## src/rtl/pid_pwm_out.sv

```systemverilog
// rtl/pid_pwm_out.sv - PID output to PWM converter with clamping, slew limit and period-aligned duty updates
module pid_pwm_out #(
    parameter int INPUT_WIDTH = 32,
    parameter int PWM_WIDTH   = 8,
    parameter int IN_SHIFT    = 8
) (
    input  logic                          clk,
    input  logic                          reset,
    input  logic                          enable,
    input  logic signed [INPUT_WIDTH-1:0] sig_in,
    input  logic                          valid,
    input  logic        [PWM_WIDTH-1:0]   slew_max,
    output logic                          trig_out,
    output logic                          pwm,
    output logic        [PWM_WIDTH-1:0]   duty,
    output logic                          sat_hi,
    output logic                          sat_lo
);

    typedef enum logic {
        S_IDLE = 1'b0,
        S_RUN  = 1'b1
    } state_t;

    localparam logic [PWM_WIDTH-1:0] CNT_MAX = '1;

    state_t                         r_state;
    state_t                         w_state_next;
    logic   [PWM_WIDTH-1:0]         r_cnt;
    logic   [PWM_WIDTH-1:0]         r_pending;
    logic   [PWM_WIDTH-1:0]         r_duty;
    logic                           r_pwm;
    logic                           r_trig;
    logic                           r_sat_hi;
    logic                           r_sat_lo;

    logic signed [INPUT_WIDTH-1:0]  w_shifted;
    logic                           w_neg;
    logic                           w_over;
    logic   [PWM_WIDTH-1:0]         w_target;
    logic                           w_up;
    logic   [PWM_WIDTH-1:0]         w_diff;
    logic   [PWM_WIDTH-1:0]         w_step;
    logic   [PWM_WIDTH-1:0]         w_pending_next;
    logic                           w_run_next;
    logic                           w_load_duty;

    // Clamp the scaled PID value into the unsigned duty range.
    assign w_shifted = sig_in >>> IN_SHIFT;
    assign w_neg     = w_shifted[INPUT_WIDTH-1];
    assign w_over    = !w_neg && (|w_shifted[INPUT_WIDTH-2:PWM_WIDTH]);
    assign w_target  = w_neg ? '0 : (w_over ? CNT_MAX : w_shifted[PWM_WIDTH-1:0]);

    // Step never exceeds the distance to target, so pending cannot wrap.
    assign w_up           = w_target > r_pending;
    assign w_diff         = w_up ? (w_target - r_pending) : (r_pending - w_target);
    assign w_step         = ((slew_max == '0) || (w_diff < slew_max)) ? w_diff : slew_max;
    assign w_pending_next = w_up ? (r_pending + w_step) : (r_pending - w_step);

    always_comb begin
        w_state_next = r_state;
        w_run_next   = 1'b0;
        w_load_duty  = 1'b0;
        case (r_state)
            S_IDLE: begin
                if (enable) begin
                    w_state_next = S_RUN;
                    w_load_duty  = 1'b1;
                end
            end
            S_RUN: begin
                if (!enable) begin
                    w_state_next = S_IDLE;
                end else begin
                    w_run_next  = 1'b1;
                    w_load_duty = (r_cnt == CNT_MAX);
                end
            end
            default: w_state_next = S_IDLE;
        endcase
    end

    always_ff @(posedge clk or negedge reset) begin
        if (!reset) begin
            r_state <= S_IDLE;
        end else begin
            r_state <= w_state_next;
        end
    end

    always_ff @(posedge clk or negedge reset) begin
        if (!reset) begin
            r_cnt     <= '0;
            r_pending <= '0;
            r_duty    <= '0;
            r_pwm     <= 1'b0;
            r_trig    <= 1'b0;
            r_sat_hi  <= 1'b0;
            r_sat_lo  <= 1'b0;
        end else begin
            r_cnt  <= w_run_next ? (r_cnt + 1'b1) : '0;
            r_pwm  <= w_run_next && (r_cnt < r_duty);
            r_trig <= w_run_next && (r_cnt == '0);
            // Uses pending before any same-cycle valid, so a new sample waits a full period.
            if (w_load_duty) begin
                r_duty <= r_pending;
            end
            if (valid) begin
                r_pending <= w_pending_next;
                r_sat_hi  <= w_over;
                r_sat_lo  <= w_neg;
            end
        end
    end

    assign trig_out = r_trig;
    assign pwm      = r_pwm;
    assign duty     = r_duty;
    assign sat_hi   = r_sat_hi;
    assign sat_lo   = r_sat_lo;

endmodule

```

## config.mk

```make
export PLATFORM = sky130hd
export DESIGN_NAME = pid_pwm_out
export DESIGN_NICKNAME = d
export VERILOG_FILES = /design/src/rtl/pid_pwm_out.sv
export SDC_FILE = /design/constraint.sdc
export NUM_CORES = 1
export LEC_CHECK = 0
export ABC_AREA = 1
export CAP_MARGIN = 15
export CORE_MARGIN = 4
export CORE_UTILIZATION = 60
export CTS_BUF_LIST = sky130_fd_sc_hd__clkbuf_8 sky130_fd_sc_hd__clkbuf_16
export DETAILED_ROUTE_END_ITERATION = 16
export DONT_BUFFER_PORTS = 1
export PLACE_DENSITY_LB_ADDON = 0.1
export REMOVE_ABC_BUFFERS = 1
export SLEW_MARGIN = 20
export SYNTH_ARGS = -nofsm -noshare
export SYNTH_HDL_FRONTEND = slang
export SYNTH_SLANG_ARGS = --single-unit
```

## constraint.sdc

```tcl
create_clock -name clk -period 6 [get_ports clk]
set_input_delay 0.3 -clock clk [delete_from_list [all_inputs] [get_ports clk]]
set_output_delay 0.3 -clock clk [all_outputs]
set_load 0.02 [all_outputs]
```

# --- Yosys cells after proc, flatten, opt, wreduce, memory -nomap -nowiden ---
# Cells that the tools add are included.
totals:
  input_bits: 44
  register_bits: 29
  elab_cells: 36
classes:
  muxes: 10
  n_lt_le_gt_ge: 3
  n_eq_ne: 1
  add_sub_neg: 5
  bitwise_logic: 1
  reduce_logical: 8
op_table:
  columns: ["op", "count"]
  rows:
  - ["$mux 8", 6]
  - ["$sub 8x8->8", 3]
  - ["$logic_not 8->1", 2]
  - ["$lt 8x8->1", 2]
  - ["$reduce_or 16->1", 1]
  - ["$add 8x1->8 const B", 1]
  - ["$add 8x8->8", 1]
  - ["$eq 8x8->1 const B", 1]
  - ["$gt 8x8->1", 1]
  - ["$logic_and 1x1->1", 3]
  - ["$mux 1", 3]
  - ["$pmux 1 s2", 1]
  - ["$logic_not 1->1", 1]
  - ["$logic_or 1x1->1", 1]
  - ["$not 1->1", 1]

# --- Logic depth before layout (Yosys ltp) ---
depth:
  word_depth: 11
  mapped_depth: 43

# --- Worst setup path before layout ---
# No wires, ideal clock.
synth_timing:
  path_kind: "input to register"
  startpoint: "input port sig_in[27]"
  endpoint: "register r_pending[7]"
  path_buffers: 0
  setup_time_ps: 117
  cell_stages: 38
  path_slack_ps: 988
  arrival_time_ps: 4895
  cell_sequence: "nor4_1 nand4_1 o21ai_0 inv_1 fa_1 nand3_1 nand3_1 nand2_2 nand2_4 nand2_8 inv_4 nand2_1 nand2_1 inv_1 ha_1 nand2_1 inv_1 nor2_1 [2 not listed] nand2_2 nand2_1 nand2_1 nand2_1 xor2_1 ha_1 a21oi_1 nor2_1 o21ai_0 nand2_1 a21oi_1 nor2_1 nor2_1 o21bai_1 nand3_1 nand3_1 nand2_1 nand2_1"
synth_via:
  elab_chain_cells: 11
  word_cells_on_any_way: 14
synth_rtl:
  columns: ["element", "line", "source"]
  rows:
  - ["from (decl)", "10", "input logic signed [INPUT_WIDTH-1:0] sig_in,"]
  - ["$reduce_or 16->1 (*)", "51", "assign w_over = !w_neg && (|w_shifted[INPUT_WIDTH-2:PWM_WIDTH]);"]
  - ["$logic_and 1x1->1 (*)", "51", null]
  - ["$mux 8 (*) (2 in a row)", "52", "assign w_target = w_neg ? '0 : (w_over ? CNT_MAX : w_shifted[PWM_WIDTH-1:0]);"]
  - ["$sub 8x8->8 / $gt 8x8->1 (equally long branches)", "56, 55", null]
  - ["$mux 8", "56", "assign w_diff = w_up ? (w_target - r_pending) : (r_pending - w_target);"]
  - ["$lt 8x8->1", "57", "assign w_step = ((slew_max == '0) || (w_diff < slew_max)) ? w_diff : slew_max;"]
  - ["$logic_or 1x1->1", "57", null]
  - ["$mux 8", "57", null]
  - ["$sub 8x8->8 / $add 8x8->8 (equally long branches)", "58", "assign w_pending_next = w_up ? (r_pending + w_step) : (r_pending - w_step);"]
  - ["$mux 8 (*)", "58", null]
  - ["to (signal assigned)", "109", "r_pending <= w_pending_next;"]
  - ["to (decl)", "30", "logic [PWM_WIDTH-1:0] r_pending;"]
# Every way passes the cells marked *; elsewhere a longest branch is shown, timed or not.
# A chain may end at the register's enable or synchronous reset.

# --- Final worst setup path ---
layout_timing:
  startpoint: "input port sig_in[16]"
  endpoint: "register r_pending[7]"
# Same word-level chain as after synthesis.

==> results.sh <==
export IMPL_hold_violations=0
export IMPL_clk_pin_slew_ns=0.06
export IMPL_worst_pin_slew_ns=0.4791
export IMPL_ys_ff_latch=29
export IMPL_setup_tns_ns=0
export IMPL_cp_end_kind="flop"
export IMPL_critPathCapture="r_pending[7]"
export IMPL_via_per_inst=5.107
export IMPL_outcome="complete, no violations"
export IMPL_dieArea_um2=6172
export IMPL_crit_start="sig_in[16]"
export IMPL_reg2reg_setup_slack_ns=1.08
export IMPL_start_kind="primary input"
export IMPL_syn_cell_area_um2=2988
export IMPL_r2r_start="r_pending[1]"
export IMPL_syn_inst=430
export IMPL_grt_max_degree=30
export IMPL_ys_flop_type="dfrtp_1"
export IMPL_num_io_pins=56
export IMPL_fp_dieW_um=78.57
export IMPL_dr_pass1_iters=4
export IMPL_rows=25
export IMPL_worstPathArrival_ns=5.49
export IMPL_critical_path_class="primary input to flop"
export IMPL_ctsHtreeMaxLevel=2
export IMPL_grt_pass1_vias=2522
export IMPL_min_period_over_period_pct=88.75
export IMPL_synth_edf_count=0
export IMPL_route_vias_total=2579
export IMPL_min_period_ns=5.325
export IMPL_ys_warn_count=0
export IMPL_reg2reg_to="r_pending[7]"
export IMPL_grt_first_pass_wirelength_mm=10.94
export IMPL_reg2regPathDepth=35
export IMPL_max_freq_mhz=187.8
export IMPL_post_route_drc_count=0
export IMPL_portBuffers=0
export IMPL_routed_wl_mm=6.202
export IMPL_syn_avg_cell_area_um2=6.949
export IMPL_syn2layout_area_growth_pct=7.119
export IMPL_dp_hpwl_mm=5.094
export IMPL_synthArstFlopShare_pct=100.0
export IMPL_grtUsageTotal_pct=21.88
export IMPL_ys_seq_area_share_pct=24.29
export IMPL_crit_top_cell="nand2_1"
export IMPL_worstPathRequired_ns=6.17
export IMPL_cap_violations=0
export IMPL_antenna_found_initial=0
export IMPL_start_util_pct=62.43
export IMPL_cpMaxStageDelayCell="ha_1"
export IMPL_clk_latency_ns=0.27
export IMPL_final_layout_size_suffix_gt1_share_pct=8.904
export IMPL_fin_nets=524
export IMPL_clock_sinks=29
export IMPL_grt_setup_unrepaired="no"
export IMPL_grt_overflow=0
export IMPL_fp_dieH_um=78.57
export IMPL_fin_cells=505
export IMPL_postRouteAntennaNets=0
export IMPL_finalSetupViolCount=0
export IMPL_numCtsBuffers=5
export IMPL_core_um2=4786
export IMPL_finalClockSkew_ns=0.002218
export IMPL_critPathMaxFanout=10
export IMPL_synth_cell_types=37
export IMPL_avgRoutedWirePerCell_um=12.28
export IMPL_stdcell_area_um2=3201
export IMPL_max_slew_margin_rel_pct=67.98
export IMPL_gp_congestion=0.8101
export IMPL_cts_tree="built"
export IMPL_report_final_slew_viol_count=0
export IMPL_drt_iter0_markers=136
export IMPL_worstHoldPathType="primary input to flop"
export IMPL_place_inst=495
export IMPL_root_buffer="clkbuf_8"
export IMPL_max_stage_delay_ns=0.38
export IMPL_placed_area_um2=3063
export IMPL_clk_path_buf_depth=2
export IMPL_diodes=0
worst min path at each step:
| stage | slack, ns | cells after the start | from | to |
|---|---|---|---|---|
| 6_report | 0.05 | 0 | enable | r_state |
| 4_1_cts | 0.04 | 0 | enable | r_state |
| 3_5_place_dp | 0.005 | 0 | reset | pwm |
| 5_1_grt | 0.04 | 0 | enable | r_state |
| 3_3_place_gp | 0.005 | 0 | reset | pwm |
| 2_1_floorplan | 0.004 | 0 | reset | duty[0] |
flip-flops by register name, summed over array words and instances, names as in the netlist:
name and cells:
duty 8, r_cnt 8, r_pending 8, pwm 1, r_state 1, sat_hi 1
sat_lo 1, trig_out 1
cell families (layout without fill, tap and decap cells):
group,Yosys count,count (layout),synth area share (%)
AOI/OAI and AO/OA,64,64,12.10
xor gates and xnor gates,12,12,3.518
adders and majority gates,42,42,18.34
buffers and inverters,85,93,10.93
DFF,29,29,24.29
and+or+nand+nor,198,198,30.82
cell usage after synthesis (2+ instances only):
cell type | count | area, µm²
nand2_1 | 116 | 435.4
inv_1 | 80 | 300.3
ha_1 | 39 | 488.0
o21ai_0 | 32 | 160.2
dfrtp_1 | 29 | 725.7
nor2_1 | 24 | 90.09
a21oi_1 | 20 | 100.1
nand3_1 | 18 | 90.09
nand2_2 | 15 | 93.84
xor2_1 | 10 | 87.58
nor4_1 | 6 | 37.54
nand4_1 | 5 | 31.28
fa_1 | 3 | 60.06
nand2_4 | 3 | 33.78
nor3_1 | 3 | 15.01
o21a_1 | 3 | 22.52
nor2_4 | 2 | 22.52
o31ai_1 | 2 | 15.01
xnor2_1 | 2 | 17.52
cell usage in the layout (no fill, tap or decap), drive strengths merged:
| cell type | count |
|---|---|
| a211oi | 1 |
| nor4 | 6 |
| nand3 | 19 |
| clkbuf | 6 |
| nand3b | 1 |
| dfrtp | 29 |
| dlygate4sd3 | 1 |
| a311oi | 1 |
| nand4 | 6 |
| nor2 | 27 |
| ha | 39 |
| inv | 82 |
| fa | 3 |
| nor3 | 3 |
| xor2 | 10 |
| o31ai | 2 |
| xnor2 | 2 |
| and2 | 1 |
| o21ai | 34 |
| a22o | 1 |
| nand2 | 135 |
| o21bai | 1 |
| a21oi | 20 |
| clkinv | 1 |
| o21a | 3 |
| o22ai | 1 |
| buf | 3 |
what timing repair did:
item,4_1_cts,5_1_grt
resized for setup,0,4
hold buffers,2,0
endpoints found under the setup margin,0,3
hold endpoints to repair,29,0
buffers inserted,0,1
layout make-up:
class	count	area, µm²
clock buffers	6	82.58
clock inverters	1	3.754
fillers	442	1585
inverters	82	310.3
multi-input cells	316	1949
flip-flops and latches	29	725.7
well taps	67	83.83
repair buffers	4	45.04
critical path: cells and delay by family:
kind                       cells  cell delay [ns]
and+or+nand+nor               23             2.39
buffers and inverters          5             0.42
adders and majority gates      3             0.88
AOI/OAI and AO/OA              7             1.29
xor gates and xnor gates       1             0.21
stage by stage:
stage / util, % / hold WS [ns] / setup WS (ns)
3_5_place_dp: 64.00 / 0.005175 / 0.01167
5_1_grt: 66.88 / 0.03632 / 0.01634
6_report: 66.88 / 0.05138 / 0.6751
2_1_floorplan: - / 0.004409 / 0.9871
4_1_cts: 66.43 / 0.04464 / 0.2805
3_3_place_gp: 64.00 / 0.005047 / 0.1839
layer usage:
layer  GRT usage [%]  share of wire (%)
met1           30.87                 51
met2           34.97                 43
met3           4.358                4.6
met4           3.846               0.68
met5               0                  0
Power is left out: the tool's default activity adds up to more than one toggle a clock period on the data nets, which glitch-free logic cannot reach.
